### src/rtl/dmem_arbiter.sv
// dmem_arbiter: shares a single-port data memory between the pipeline MEM
// stage (core port, default priority) and a burst DMA/debug engine.
// The DMA runs auto-incrementing word bursts. A starvation counter forces a
// single DMA beat after DMA_MAX_WAIT consecutive losses to the core.
// Memory reads are combinational and writes are synchronous, so each granted
// beat completes in the cycle it is granted.
//
// Ports:
//   clk, reset                 clock, synchronous active-high reset
//   core_req/we/addr/wdata     MEM stage request
//   core_rdata, core_stall     load data, stall when arbitration is lost
//   dma_start/we/base/len      burst launch (sampled on dma_start)
//   dma_wdata, dma_wnext       write-beat data, beat-consumed strobe
//   dma_rvalid, dma_rdata      read-beat strobe and data
//   dma_busy, dma_done         burst in progress, end-of-burst pulse
//   mem_read/write/addr/wdata  data memory controls
//   mem_rdata                  data memory read data
module dmem_arbiter #(
  parameter int unsigned MAX_BURST    = 16,
  parameter int unsigned DMA_MAX_WAIT = 4
) (
  input  logic        clk,
  input  logic        reset,
  input  logic        core_req,
  input  logic        core_we,
  input  logic [31:0] core_addr,
  input  logic [31:0] core_wdata,
  output logic [31:0] core_rdata,
  output logic        core_stall,
  input  logic        dma_start,
  input  logic        dma_we,
  input  logic [31:0] dma_base,
  input  logic [4:0]  dma_len,
  input  logic [31:0] dma_wdata,
  output logic        dma_wnext,
  output logic        dma_rvalid,
  output logic [31:0] dma_rdata,
  output logic        dma_busy,
  output logic        dma_done,
  output logic        mem_read,
  output logic        mem_write,
  output logic [31:0] mem_addr,
  output logic [31:0] mem_wdata,
  input  logic [31:0] mem_rdata
);

  localparam int unsigned LEN_W  = 5;
  localparam int unsigned WAIT_W = 4;
  localparam int unsigned ADDR_W = 32;

  typedef enum logic [0:0] {
    S_IDLE  = 1'b0,
    S_BURST = 1'b1
  } state_t;

  state_t              r_state, w_state_nxt;
  logic [LEN_W-1:0]    r_remaining, w_remaining_nxt;
  logic [WAIT_W-1:0]   r_wait_cnt, w_wait_cnt_nxt;
  logic [ADDR_W-1:0]   r_addr, w_addr_nxt;
  logic                r_we, w_we_nxt;
  logic                r_done, w_done_nxt;

  logic                w_in_burst;
  logic                w_starved;
  logic                w_dma_grant;
  logic                w_core_grant;
  logic [LEN_W-1:0]    w_len_clamped;

  // Arbitration; everything is held off while reset is asserted.
  assign w_in_burst    = (r_state == S_BURST) && !reset;
  assign w_starved     = (r_wait_cnt == WAIT_W'(DMA_MAX_WAIT));
  assign w_dma_grant   = w_in_burst && (!core_req || w_starved);
  assign w_core_grant  = !reset && core_req && !w_dma_grant;
  assign w_len_clamped = (dma_len > LEN_W'(MAX_BURST)) ? LEN_W'(MAX_BURST) : dma_len;

  assign core_stall = !reset && core_req && !w_core_grant;
  assign dma_busy   = (r_state == S_BURST);
  assign dma_done   = r_done;

  // State and burst bookkeeping registers.
  always_ff @(posedge clk) begin
    if (reset) begin
      r_state     <= S_IDLE;
      r_remaining <= '0;
      r_wait_cnt  <= '0;
      r_addr      <= '0;
      r_we        <= 1'b0;
      r_done      <= 1'b0;
    end else begin
      r_state     <= w_state_nxt;
      r_remaining <= w_remaining_nxt;
      r_wait_cnt  <= w_wait_cnt_nxt;
      r_addr      <= w_addr_nxt;
      r_we        <= w_we_nxt;
      r_done      <= w_done_nxt;
    end
  end

  // Next-state and burst bookkeeping.
  always_comb begin
    w_state_nxt     = r_state;
    w_remaining_nxt = r_remaining;
    w_wait_cnt_nxt  = r_wait_cnt;
    w_addr_nxt      = r_addr;
    w_we_nxt        = r_we;
    w_done_nxt      = 1'b0;
    unique case (r_state)
      S_IDLE: begin
        if (dma_start && (dma_len != '0)) begin
          w_state_nxt     = S_BURST;
          w_remaining_nxt = w_len_clamped;
          w_addr_nxt      = dma_base & 32'hFFFF_FFFC;
          w_we_nxt        = dma_we;
          w_wait_cnt_nxt  = '0;
        end
      end
      S_BURST: begin
        if (w_dma_grant) begin
          w_addr_nxt      = r_addr + 32'd4;
          w_remaining_nxt = r_remaining - LEN_W'(1);
          w_wait_cnt_nxt  = '0;
          if (r_remaining == LEN_W'(1)) begin
            w_state_nxt = S_IDLE;
            w_done_nxt  = 1'b1;
          end
        end else if (w_core_grant && !w_starved) begin
          // Saturates at DMA_MAX_WAIT; the next pending beat is then forced.
          w_wait_cnt_nxt = r_wait_cnt + WAIT_W'(1);
        end
      end
      default: w_state_nxt = S_IDLE;
    endcase
  end

  // Memory-side steering for whichever port holds the grant.
  always_comb begin
    mem_read   = 1'b0;
    mem_write  = 1'b0;
    mem_addr   = '0;
    mem_wdata  = '0;
    core_rdata = '0;
    dma_rdata  = '0;
    dma_rvalid = 1'b0;
    dma_wnext  = 1'b0;
    if (w_core_grant) begin
      mem_read   = !core_we;
      mem_write  = core_we;
      mem_addr   = core_addr;
      mem_wdata  = core_wdata;
      core_rdata = mem_rdata;
    end else if (w_dma_grant) begin
      mem_addr = r_addr;
      if (r_we) begin
        mem_write = 1'b1;
        mem_wdata = dma_wdata;
        dma_wnext = 1'b1;
      end else begin
        mem_read   = 1'b1;
        dma_rvalid = 1'b1;
        dma_rdata  = mem_rdata;
      end
    end
  end

endmodule

### config.mk
export PLATFORM = sky130hd
export DESIGN_NAME = dmem_arbiter
export DESIGN_NICKNAME = d
export VERILOG_FILES = /design/src/rtl/dmem_arbiter.sv
export SDC_FILE = /design/constraint.sdc
export NUM_CORES = 1
export LEC_CHECK = 0
export ABC_AREA = 1
export ABC_CLOCK_PERIOD_IN_PS = 1780
export CORE_MARGIN = 3
export CORE_UTILIZATION = 31
export CTS_CLUSTER_DIAMETER = 50
export DETAILED_ROUTE_END_ITERATION = 8
export GPL_ROUTABILITY_DRIVEN = 0
export GPL_TIMING_DRIVEN = 0
export HOLD_SLACK_MARGIN = 0.02
export PLACE_DENSITY = 0.78
export SLEW_MARGIN = 20
export SYNTH_ARGS = -nofsm -noshare
export SYNTH_HDL_FRONTEND = slang
export SYNTH_SLANG_ARGS = --single-unit
### constraint.sdc
create_clock -name clk -period 1.78 [get_ports clk]
set_input_delay 0.356 -clock clk [delete_from_list [all_inputs] [get_ports clk]]
set_output_delay 0.356 -clock clk [all_outputs]
set_load 0.02 [all_outputs]
=== Word level (Yosys, flattened, before mapping) ===
Index checks and enable logic that the tools add are counted.

* Logic and storage cells: 69
* Output and inout bits: 135
* Register bits: 44

* Add/sub/neg operators: 3
* $lt $le $gt $ge: 1
* Reduce and logical (&&, ||, !) cells: 19
* Bitwise gates (word level): 2
* Mux-type cells: 33
* Eq/ne operators: 5

{| class="wikitable"
|+ Operator list
! cell !! number
|-
| $mux 32 || 11
|-
| $pmux 32 s2 || 1
|-
| $add 32x3->32 const B || 1
|-
| $mux 5 || 3
|-
| $mux 1 || 12
|-
| $mux 4 || 3
|-
| $pmux 5 s2 || 1
|-
| $pmux 4 s2 || 1
|-
| $logic_and 1x1->1 || 7
|-
| $logic_not 1->1 || 6
|-
| $reduce_and 2->1 || 3
|-
| $eq 5x1->1 const B || 1
|-
| $gt 5x5->1 const B || 1
|-
| $reduce_bool 5->1 || 1
|-
| $sub 5x1->5 const B || 1
|-
| $add 4x1->4 const B || 1
|-
| $eq 4x3->1 const B || 1
|-
| $ne 3x1->1 const B || 1
|-
| $reduce_or 3->1 || 1
|-
| $ne 2x1->1 const B || 1
|-
| $ne 2x2->1 const B || 1
|-
| $not 1->1 || 2
|-
| $pmux 1 s2 || 1
|-
| $logic_or 1x1->1 || 1
|}

=== Longest topological paths before layout ===
* Depth after elaboration: 9
* Depth in mapped cells: 12
* Gate-level depth less buffers: 10

=== Worst setup path before layout ===
OpenSTA, ideal clock, no wires.

* Path type: register -> output
* From: reg r_state (netlist: dma_busy)
* To: out dma_rdata[10]
* Cell stages (with the launch flop): 8
* Data arrival time: 1.823 ns
* Buffers on the path: 1
* Setup slack: -0.399 ns
* Cells stage by stage: dfxtp_1 inv_2 nor2_2 nand2_2 nor2_1 inv_1 buf_1 nor2_1

* Cells in the longest elaborated chain, start to end: 5
* Elaborated cells between the ends (all ways): 6
* Classes of those cells: 2 x mux; 4 x reduce/logical

{| class="wikitable"
|+ Ends and longest elaborated chain
! what !! RTL line !! source
|-
| from (decl) || 56 || <nowiki>state_t r_state, w_state_nxt;</nowiki>
|-
| from (signal assigned) || 90 || <nowiki>r_state <= w_state_nxt;</nowiki>
|-
| $logic_and 1x1->1 * || 70 || <nowiki>assign w_in_burst = (r_state == S_BURST) && !reset;</nowiki>
|-
| $logic_and 1x1->1 * || 72 || <nowiki>assign w_dma_grant = w_in_burst && (!core_req || w_starved);</nowiki>
|-
| $logic_not 1->1 || 73 || <nowiki>assign w_core_grant = !reset && core_req && !w_dma_grant;</nowiki>
|-
| $logic_and 1x1->1 || 73 ||
|-
| $mux 32 * || 145 || <nowiki>if (w_core_grant) begin</nowiki>
|-
| to (decl) || 37 || <nowiki>output logic [31:0] dma_rdata,</nowiki>
|}

Every way passes the cells marked *; elsewhere a longest branch is shown, timed or not.

=== Worst setup path in the final report ===
* From: reg r_wait_cnt[0]
* To: out mem_addr[20]

* Cells in the longest elaborated chain, start to end: 6
* Elaborated cells between the ends (all ways): 7
* Classes of those cells: 1 x eq/ne; 2 x mux; 4 x reduce/logical

{| class="wikitable"
|+ Ends and longest elaborated chain
! what !! RTL line !! source
|-
| from (decl) || 58 || <nowiki>logic [WAIT_W-1:0] r_wait_cnt, w_wait_cnt_nxt;</nowiki>
|-
| from (signal assigned) || 92 || <nowiki>r_wait_cnt <= w_wait_cnt_nxt;</nowiki>
|-
| $eq 4x3->1 * || 71 || <nowiki>assign w_starved = (r_wait_cnt == WAIT_W'(DMA_MAX_WAIT));</nowiki>
|-
| $logic_or 1x1->1 * || 72 ||
|-
| $logic_and 1x1->1 * || 72 ||
|-
| $logic_not 1->1 || 73 ||
|-
| $logic_and 1x1->1 || 73 ||
|-
| $mux 32 * || 145 ||
|-
| to (decl) || 42 || <nowiki>output logic [31:0] mem_addr,</nowiki>
|}

Marked as above.

==> flow_metrics.py <==
metrics = {
    "yosys": {
        "synth_nets": 946,
        "synthFlopType": "dfxtp_1",
        "yosys-top-cells-count": "nand2_1, nor2_1, inv_1, o21ai_0, nand3_1",
        "ys_warn_count": 0,
        "synth.top_cell.area_share": 0.211,
        "ys_seq_elements": 42,
        "yosysMostFrequentCell": "nand2_1",
        "synthArstFlopShare": 0,
        "netlist_area_um2": 3990,
        "synth_edf_count": 0,
        "synth_area_per_cell_um2": 5.18,
        "synth_seq_area_share": 0.211,
        "ys_types": 28,
        "synthTopCellsByArea": "dfxtp_1, nand2_1, nor2_1, inv_1, o21ai_0",
        "syn_inst": 770,
        "yosysTopAreaCell": "dfxtp_1",
    },
    "route": {
        "drc": 0,
        "finalWirelength_um": 24200,
        "vias_per_cell": 4.99,
        "postRouteAntennaNets": 0,
        "wire_per_inst_um": 18.4,
        "first_iter_violations": 494,
        "drt_pass1_iterations": 5,
        "vias": 6544,
    },
    "clock_tree": {
        "cts_buffer_depth": 2,
        "worstSkewPairLatency_ns": 0.29,
        "cts_tree": "yes",
        "clk_pin_slew_ns": 0.06,
        "clock_tree.root_cell": "clkbuf_16",
        "cts_made_buffers": 5,
        "numClockSinks": 42,
        "ctsHtreeMaxLevel": 2,
        "holdBufCountCts": 0,
    },
    "final_layout": {
        "drive_gt1_frac": 0.349,
        "area_delta_synth_final_pct": 148,
        "layout.cells.non_filler": 1311,
        "fillers": 803,
        "final_nets": 1317,
        "final_core_util": 0.803,
    },
    "critical_path": {
        "setup.worst_path.end": "mem_addr[20]",
        "cp-start-kind": "flip-flop",
        "cp_num_cells": 10,
        "crit_top_cell": "buf_6",
        "end_kind": "primary output",
        "worstReg2RegEnd": "r_addr[6]",
        "crit_path_cell_trace": "inv_2 -> ha_4 -> nand3_4 -> nand2_4 -> nand2_8 -> nand3_4 -> buf_6 -> buf_6 -> o22ai_4 -> buf_6",
        "startpoint": "r_wait_cnt[0]",
        "cp.required_ns": 1.42,
        "ff2ff_path_depth": 12,
        "ff2ff_setup_slack_ns": -0.06,
        "path_class": "reg2out",
        "worstPathArrival_ns": 1.94,
        "critPathMaxFanout": 8,
        "slowest_delay_ns": 0.34,
        "crit_slowest_cell": "dfxtp_2",
        "worst-path-buf-inv": 4,
        "r2r-start": "r_wait_cnt[0]",
        "cp_top_family": "buffers and inverters",
    },
    "floorplan": {
        "die_h_um": 119,
        "rows": 40,
        "io_pins": 306,
        "die_w_um": 119,
        "core_um2": 12300,
        "dieArea_um2": 14300,
        "start_util": 0.324,
    },
    "timing": {
        "fmax_ghz": 0.435,
        "fin_crit_ns": 2.30,
        "finalHoldViolCount": 0,
        "setup_ws_ns": -0.519,
        "skew_ns": 0.00921,
        "setup_viol": 153,
        "timing.hold.ws_ns": 0.480,
        "tightest_slew_ns": 0.555,
        "max-slew-margin-rel": 0.630,
        "final.setup.tns_ns": -54.95,
        "fin_crit_sh": 1.29,
        "rsz0062_at_grt": "yes",
        "maxSlewViolCount": 0,
    },
    "grt": {
        "overflow": 0,
        "grt_first_pass_wirelength_um": 33100,
        "antenna_found_initial": 2,
        "grt_start_max_net_pins": 13,
        "track_usage": 0.290,
        "first_global_vias": 6112,
    },
    "placement": {
        "hpwl_um": 16100,
        "dp.cells": 1241,
        "portBuffers": 303,
    },
    "power": {
        "power_density_nw_per_um2": 449,
        "power_leakage_nw": 4.24,
        "ir_drop_v": 0.000346,
    },
    "run_status": {
        "violations": "negative setup slack",
        "status": "complete, but fails checks",
    },
    "min_path": {
        "min_path_type": "reg2reg",
    },
    "flow_run": {
        "max_cap_viol_count": 0,
    },
}
## per-layer routing
metal  wire, um  GRT usage  part of all wire  vias to the layer above
met3       1900     0.0636             0.078                       94
met2      12600      0.543              0.52                      357
met4       1320      0.120             0.054                        2
li1           -          -                 -                     3109
met5         12          0           0.00050                        -
met1       8360      0.311              0.35                     2982
## worst min path at each step
stage                       start       endpoint  slack, ns  cells past startpoint
CTS                    r_addr[31]     r_addr[31]       0.48                      2
detailed placement  r_wait_cnt[0]  r_wait_cnt[0]       0.45                      1
finish                 r_addr[31]     r_addr[31]       0.48                      2
global route           r_addr[31]     r_addr[31]       0.52                      2
global placement    r_wait_cnt[0]  r_wait_cnt[0]       0.45                      1
floorplan           r_wait_cnt[0]  r_wait_cnt[0]       0.43                      1
## cells by family (layout without fill, tap and decap cells)
| logic type | after synthesis | after routing | synth area share |
|---|---|---|---|
| adder cells (fa/ha/maj) | 5 | 5 | 0.0157 |
| buffers and inverters | 184 | 555 | 0.185 |
| other | 0 | 1 | 0 |
| multiplexers | 1 | 1 | 0.00251 |
| XOR/XNOR | 6 | 6 | 0.0132 |
| AND/OR/NAND/NOR | 411 | 412 | 0.409 |
| flip-flops | 42 | 42 | 0.211 |
| AO/OA/AOI/OAI | 121 | 121 | 0.164 |
## final cells by class
class,count,area (um2),share of cell area
Clock buffer,7,133,0.0134
Sequential cell,42,847,0.0857
Buffer,29,377,0.0381
Antenna cell,1,2.50,0.000253
Clock inverter,1,30.0,0.00304
Tap cell,168,210,0.0213
Timing Repair Buffer,366,4010,0.406
Multi-Input combinational cell,545,3690,0.373
Inverter,152,588,0.0595
## per-stage QoR
stage                     area (um2)  setup slack, ns  power [mW]
after floorplan                 4770          -0.0323        2.07
after global placement          8020            -1.46        2.87
after detailed placement        8020            -1.48        2.89
after CTS                       9180           -0.506        4.20
after global routing            9890           -0.589        4.64
final                           9890           -0.519        4.44
## timing repair
action | CTS | global route
setup buffers | 32 | 21
endpoints found under the setup margin | 165 | 165
pin swaps | 8 | 12
cloned | 10 | 6
resized for setup | 859 | 166
## placed cells by master, fill, tap and decap left out, types with 3 or more instances in the layout
cell type,Yosys,final
nand2_1,186,170
clkdlybuf4s50_1,0,168
buf_6,3,159
inv_1,149,145
nor2_1,170,100
nor2_4,0,68
nand3_1,44,43
dfxtp_1,42,39
o21ai_0,63,28
buf_4,1,27
o21ai_4,0,26
o22ai_4,0,19
nand2_2,2,16
buf_12,0,14
a21oi_1,13,13
clkbuf_16,0,12
o21ai_2,0,10
o22ai_2,0,9
o21ai_1,10,9
xor2_1,6,6
buf_8,0,5
nor2_2,3,5
clkbuf_1,9,5
buf_16,0,4
o22ai_1,32,4
ha_1,5,4
inv_2,2,3
nand3_4,0,3
## worst register-to-register path, stage by stage, from the launching register on
cell     delay (ns)
dfxtp_2        0.34
inv_2          0.05
ha_4           0.15
nand3_4        0.06
nand2_4        0.07
nand2_8        0.12
buf_4          0.18
nand2_2        0.09
buf_6          0.15
nor2_2         0.12
inv_1          0.12
buf_4          0.20
o21ai_1        0.13
## power by group
group          internal [mW]  total, mW  switching, mW
combinational           1.10       2.24           1.14
clock                  0.664       1.05          0.383
sequential              1.04       1.15          0.107
total                   2.81       4.44           1.63
## sequential cells by signal, summed over array words and instances, names as in the netlist
register,count
dma_busy,1
dma_done,1
r_wait_cnt,4
r_remaining,5
r_we,1
r_addr,30
(Power assumes the default switching activity.)
